## src/rtl/mips_pkg.sv

```systemverilog
// Shared MIPS datapath definitions used by the writeback queue.
package mips_pkg;

  localparam int DATA_W = 32;
  localparam int ADDR_W = 5;

  // Register $0 is hardwired to zero and is never written.
  localparam logic [ADDR_W-1:0] REG_ZERO = '0;

  // One pending register-file write.
  typedef struct packed {
    logic [ADDR_W-1:0] addr;
    logic [DATA_W-1:0] data;
  } wb_entry_t;

endpackage

```

## src/rtl/wb_fwd_match.sv

```systemverilog
// Newest-match search over age-ordered pending entries.
// Slot 0 is the oldest and slot N-1 the newest. Only occupied slots take part.
module wb_fwd_match
  import mips_pkg::*;
#(
  parameter int N = 4
) (
  input  logic [ADDR_W-1:0]         addr,
  input  logic [N-1:0]              occ,
  input  logic [N-1:0][ADDR_W-1:0]  tags,
  input  logic [N-1:0][DATA_W-1:0]  vals,
  output logic                      hit,
  output logic [DATA_W-1:0]         data
);

  // Scan oldest to newest so the last match seen (the newest) wins; $0 never hits.
  always_comb begin
    hit  = 1'b0;
    data = '0;
    for (int k = 0; k < N; k++) begin
      if (occ[k] && (tags[k] == addr) && (addr != REG_ZERO)) begin
        hit  = 1'b1;
        data = vals[k];
      end
    end
  end

endmodule

```

## src/rtl/wb_queue.sv

```systemverilog
// In-order writeback queue feeding the register file's single write port.
// Takes results from the load path and the ALU path, drains one per clock,
// and offers two forwarding lookups over the entries still pending.
//
// Handshake: a source transfers at a rising edge where valid && ready are
// both high. Readies depend only on the registered count (and mem_valid for
// alu_ready), never on the same-cycle drain, so they are glitch-free
// relative to the register file. A transfer to $0 completes but stores nothing.
module wb_queue
  import mips_pkg::*;
#(
  parameter int DEPTH = 4
) (
  input  logic                    clk,
  input  logic                    rst,
  input  logic                    mem_valid,
  output logic                    mem_ready,
  input  logic [ADDR_W-1:0]       mem_addr,
  input  logic [DATA_W-1:0]       mem_data,
  input  logic                    alu_valid,
  output logic                    alu_ready,
  input  logic [ADDR_W-1:0]       alu_addr,
  input  logic [DATA_W-1:0]       alu_data,
  output logic                    regWrite,
  output logic [ADDR_W-1:0]       regWaddr,
  output logic [DATA_W-1:0]       wdata,
  input  logic [ADDR_W-1:0]       fwd1addr,
  input  logic [ADDR_W-1:0]       fwd2addr,
  output logic                    fwd1hit,
  output logic                    fwd2hit,
  output logic [DATA_W-1:0]       fwd1data,
  output logic [DATA_W-1:0]       fwd2data,
  output logic [$clog2(DEPTH):0]  count,
  output logic                    full,
  output logic                    empty
);

  localparam int PW = $clog2(DEPTH);
  localparam int CW = PW + 1;

  wb_entry_t       q [DEPTH];
  logic [PW-1:0]   wr_ptr;
  logic [PW-1:0]   rd_ptr;
  logic [CW-1:0]   free;
  logic            mem_enq;
  logic            alu_enq;
  logic            deq;
  logic [CW-1:0]   enq_n;
  logic [PW-1:0]   alu_slot;

  assign free      = CW'(DEPTH) - count;
  assign full      = (count == CW'(DEPTH));
  assign empty     = (count == '0);

  // The alu source yields a lone free slot to the mem source.
  assign mem_ready = (free >= CW'(1));
  assign alu_ready = (free >= CW'(2)) || ((free >= CW'(1)) && !mem_valid);

  assign mem_enq   = mem_valid && mem_ready && (mem_addr != REG_ZERO);
  assign alu_enq   = alu_valid && alu_ready && (alu_addr != REG_ZERO);
  assign enq_n     = CW'(mem_enq) + CW'(alu_enq);
  assign deq       = !empty;

  // The mem entry is older, so the alu entry lands behind it when both enqueue.
  assign alu_slot  = wr_ptr + PW'(mem_enq);

  assign regWrite  = !empty;
  assign regWaddr  = q[rd_ptr].addr;
  assign wdata     = q[rd_ptr].data;

  // Storage, pointers and occupancy; reset discards everything still pending.
  always_ff @(posedge clk) begin
    if (rst) begin
      wr_ptr <= '0;
      rd_ptr <= '0;
      count  <= '0;
      for (int i = 0; i < DEPTH; i++) q[i] <= '0;
    end else begin
      if (mem_enq) q[wr_ptr]   <= wb_entry_t'{addr: mem_addr, data: mem_data};
      if (alu_enq) q[alu_slot] <= wb_entry_t'{addr: alu_addr, data: alu_data};
      wr_ptr <= wr_ptr + PW'(enq_n);
      rd_ptr <= rd_ptr + PW'(deq);
      count  <= count + enq_n - CW'(deq);
    end
  end

  logic [DEPTH-1:0]             occ;
  logic [DEPTH-1:0][ADDR_W-1:0] ord_addr;
  logic [DEPTH-1:0][DATA_W-1:0] ord_data;

  // Rotate storage into age order (slot 0 = head) and mark occupied slots.
  always_comb begin
    occ      = '0;
    ord_addr = '0;
    ord_data = '0;
    for (int k = 0; k < DEPTH; k++) begin
      occ[k]      = (CW'(k) < count);
      ord_addr[k] = q[rd_ptr + PW'(k)].addr;
      ord_data[k] = q[rd_ptr + PW'(k)].data;
    end
  end

  wb_fwd_match #(.N(DEPTH)) u_fwd1 (
    .addr (fwd1addr),
    .occ  (occ),
    .tags (ord_addr),
    .vals (ord_data),
    .hit  (fwd1hit),
    .data (fwd1data)
  );

  wb_fwd_match #(.N(DEPTH)) u_fwd2 (
    .addr (fwd2addr),
    .occ  (occ),
    .tags (ord_addr),
    .vals (ord_data),
    .hit  (fwd2hit),
    .data (fwd2data)
  );

endmodule

```

## config.mk

```make
export PLATFORM = sky130hd
export DESIGN_NAME = wb_queue
export DESIGN_NICKNAME = d
export VERILOG_FILES = /design/src/rtl/mips_pkg.sv /design/src/rtl/wb_fwd_match.sv /design/src/rtl/wb_queue.sv
export SDC_FILE = /design/constraint.sdc
export NUM_CORES = 1
export LEC_CHECK = 0
export CAP_MARGIN = 20
export CORE_ASPECT_RATIO = 1.25
export CORE_MARGIN = 8
export CORE_UTILIZATION = 40
export DETAILED_ROUTE_END_ITERATION = 10
export PLACE_DENSITY_LB_ADDON = 0.25
export RECOVER_POWER = 25
export SETUP_SLACK_MARGIN = 0.5
export SYNTH_ARGS = -nofsm -noshare
export SYNTH_HDL_FRONTEND = slang
export SYNTH_HIERARCHICAL = 1
export SYNTH_SLANG_ARGS = --single-unit
```

## constraint.sdc

```tcl
create_clock -name clk -period 10 [get_ports clk]
set_clock_uncertainty 0.15 [all_clocks]
set_input_delay 1 -clock clk [delete_from_list [all_inputs] [get_ports clk]]
set_output_delay 1 -clock clk [all_outputs]
set_load 0.01 [all_outputs]
```

[Yosys cells after proc, flatten, opt, wreduce, memory -nomap -nowiden]
Memories as Yosys holds them, arrays and structs flattened. A register that Yosys moved wholly into a read port is not among the register bits.
Cells that the tools add are included.
W data, S select, Z words.
Word-level totals
  memory bits (writable): 148
  register bits: 7
  memories kept: 1
Memories
  q: words 4, bits a word 37, rd ports 4, clocked after Yosys merged registers in 1, wr ports 4, RTL line wb_queue.sv:41  | wb_entry_t q [DEPTH];
Cells by class
  multiplexer cells: 31
  equality and inequality tests: 9
  reduce and logical (&&, ||, !) cells: 31
  order comparisons: 6
  add/sub/neg operators: 10
Operators with widths (count)
  $mux W32: 8
  $mux W37: 2
  $reduce_or A37 Y1: 2
  $eq A5 B5 Y1: 8
  $logic_and A1 B1 Y1: 21
  $reduce_bool A5 Y1: 4
  $mux W1: 18
  $lt A1 B3 Y1 const A: 2
  $lt A2 B3 Y1 const A: 2
  $mux W2: 3
  $add A2 B1 Y2: 2
  $add A2 B2 Y2 const B: 2
  $add A3 B2 Y3: 1
  $eq A3 B3 Y1 const B: 1
  $ge A3 B1 Y1 const B: 1
  $ge A3 B2 Y1 const B: 1
  $logic_not A3 Y1: 1
  $sub A3 B1 Y3: 1
  $sub A3 B3 Y3 const A: 1
  $add A1 B1 Y2: 1
  $add A2 B1 Y2 const B: 1
  $add A2 B2 Y2: 1
  $logic_not A1 Y1: 2
  $logic_or A1 B1 Y1: 1

[Longest topological paths before layout]
  word-level depth: 11
  gate-level depth with buffers: 15
  gate-level depth less buffers: 15

[Modules after synthesis]
The synthesis kept the hierarchy.
By module, submodules not included
  wb_queue: instances 1, sequential area each 4584.4 um2, cells each 823, area each 11661.2 um2
  wb_fwd_match: instances 2, sequential area each 0.0 um2, cells each 260, area each 1438.9 um2

[Worst setup path after synthesis]
No wires, ideal clock.
  path kind: input port to flip-flop
  from: input port mem_addr[1]
  to: memory q[1][0] in the netlist's numbering (enable)
  arrival: 3.572 ns
  stages: 9
  data required time: 9.455 ns
  path buffers: 2
  slack: 5.883 ns
  path through: nor4_1 -> a21oi_1 -> and2_1 -> ha_1 -> nor2b_1 -> nand4_4 -> buf_12 -> buf_12 -> nand2_1
RTL lines
  from (decl): RTL line wb_queue.sv:18  | input logic [ADDR_W-1:0] mem_addr,
  to (decl): RTL line wb_queue.sv:41

==> results.yml <==
critical_path:
  crit_fanout: 38
  crit_required_ps: 9990
  start_kind: "primary input"
  cp.arrival_ps: 7710
  endpoint_kind: "register"
  critPathKind: "primary input to register"
synthesis:
  synth-xor-area-share: 0.0283
  ys_ff_latch: 155
  synth_cell_type_count: 42
  synth.yosys.seq_area_share: 0.315
  yosysTopAreaCell: "edfxtp_1"
  ys_async_sr_fraction: 0
  netlist_area_um2: 14500
  synth_fa_ha_area_frac: 0.0117
  synth-compound-area-share: 0.0892
  synthTopCellsByArea: "edfxtp_1 31%, mux4_2 23%, mux2i_1 9.9%"
  syn_inst: 1343
  synth_mux_area_frac: 0.331
  synth_flop_cell: "edfxtp_1"
  synth_top_area_frac: 0.306
  synth-edff-count: 148
  synth_top_family_by_area: "multiplexers"
  syn_area_per_cell_um2: 10.8
  yosys_warnings: 6
  syn_nets: 1444
  synth_simple_gate_area_share: 0.116
routing:
  viasPerCell: 6.26
  via_count: 12000
  drt_first_pass_iters: 5
  ant_nets: 0
  drt_iter0_drc: 1258
  routed_wl_mm: 48.4
  route.detailed.drc: 0
  post_drt_wl_per_cell_um: 25.3
pwr:
  p_leak_nw: 6.48
  worst_ir_drop_vdd_mv: 0.169
  p_total_mw: 4.45
  power.density_nw_per_um2: 263
global_route:
  grt_pass1_wl_mm: 73.4
  grt-ovfl-total: 0
  grt_use_total: 0.220
  grt_max_degree: 85
  antenna_found_initial: 6
  first_global_vias: 12200
worst_hold_path:
  hold_class: "register to register"
clock_network:
  cts_repair_resize_count: 0
  cts.sinks: 155
  cts_hold_buf: 0
  cts.clk_slew.worst_paths_ps: 60
  htreeDepth: 4
  cts_setup_buffers: 0
  cts-root-buf: "clkbuf_16"
  cts_buffers: 17
  clock_latency_ps: 440
  cts_tree: "yes"
  cts.path.max_buffers: 2
timing:
  fmax_mhz: 130
  worst_pin_slew_ps: 3690
  rsz0062_at_grt: "no"
  maxSlewViolCount: 156
  hold_viol: 0
  layout_worst_path_cycle_share: 0.771
  finalSetupTns_ps: 0
  min_period_ps: 7710
  slew-limit-headroom: -1.46
  hold_slack_ps: 571
  setup_viol_count_final: 0
floorplan:
  start_util: 0.403
  die-area_um2: 42700
  row_count: 78
  num_io_pins: 199
  core_area_um2: 36100
  die_h_um: 229
  die_w_um: 187
finish:
  area_growth_pct: 16.5
  final_cell_mix: "184 x clkdlybuf4s50_1, 148 x mux4_2, 148 x edfxtp_1, 144 x mux2i_1"
  drive_above_1_share: 0.164
  final_common_cell: "clkdlybuf4s50_1"
  layout.cells.non_filler: 1913
  final_net_count: 1520
  post-route-util: 0.469
placed_design:
  port_buffers: 198
  place_hpwl_mm: 31.6
  gp_congestion: 0.884
  dp_cells: 1880
run:
  maxCapViolCount: 4
outcome:
  outcome: "complete, but fails checks"
  violations: "capacitance limit, slew limit"
-- cells by family after synthesis --
kind of cell	after synthesis
AO/OA/AOI/OAI	203
XOR/XNOR	47
adder cells (fa/ha/maj)	13
buffers and inverters	289
flip-flops	155
multiplexers	296
AND/OR/NAND/NOR	340
-- layer usage --
metal  global-route usage  up-vias  part of all wire
li1                     -     5246                 -
met1                0.257     5874              0.37
met2                0.377      685              0.50
met3               0.0486      162             0.088
met4                0.113        4             0.043
met5              0.00349        -           0.00045
-- synth_stat cells, types with 44 or more instances --
library cell / n
a311oi_1: 64
buf_2: 59
buf_4: 44
clkbuf_1: 57
edfxtp_1: 148
inv_1: 111
mux2i_1: 144
mux4_2: 148
nand2_1: 111
nand3_1: 111
nor3_1: 71
o21ai_0: 71
o21ai_1: 58
xnor2_1: 44
-- critical path: stages --
cell	delay, ps
dlygate4sd3_1	620
nor4_1	710
a21oi_1	190
and2_0	240
ha_1	290
nor2b_1	190
nand4_4	140
clkbuf_1	2520
nand2_2	1130
buf_4	620
-- power by group --
part / switching [mW] / internal (mW)
Sequential: 0.195 / 0.938
Combinational: 1.37 / 1.26
Clock: 0.256 / 0.435
Total: 1.82 / 2.63
-- stage by stage --
stage | area [µm²] | setup WS (ps)
final | 16900 | 2290
after global routing | 16900 | 1840
after CTS | 17000 | 3720
after detailed placement | 16300 | 4040
after global placement | 16300 | 4060
after floorplan | 14500 | 5880
-- cell type report --
class	count	area [µm²]
fillers	3335	19200
multi-input cells	899	8470
flip-flops and latches	155	4590
repair buffers	235	2240
well taps	480	601
clock buffers	19	433
inverters	111	417
clock inverters	10	175
diodes	4	10.0
-- registers in the layout, summed over array words and instances, names as in the netlist --
name	cells
count	3
q	148
rd_ptr	2
wr_ptr	2
-- worst paths after layout --
path / depth (start not counted) / slack (ps) / start / endpoint
worst max-delay path: 10 / 2290 / mem_addr[1] / q[1][19]
worst min-delay path: 2 / 570 / count[0] / count[0]
worst max register to register: 12 / 2300 / count[0] / q[1][19]
worst min register to register: 2 / 570 / count[0] / count[0]
(Power assumes the default switching activity.)
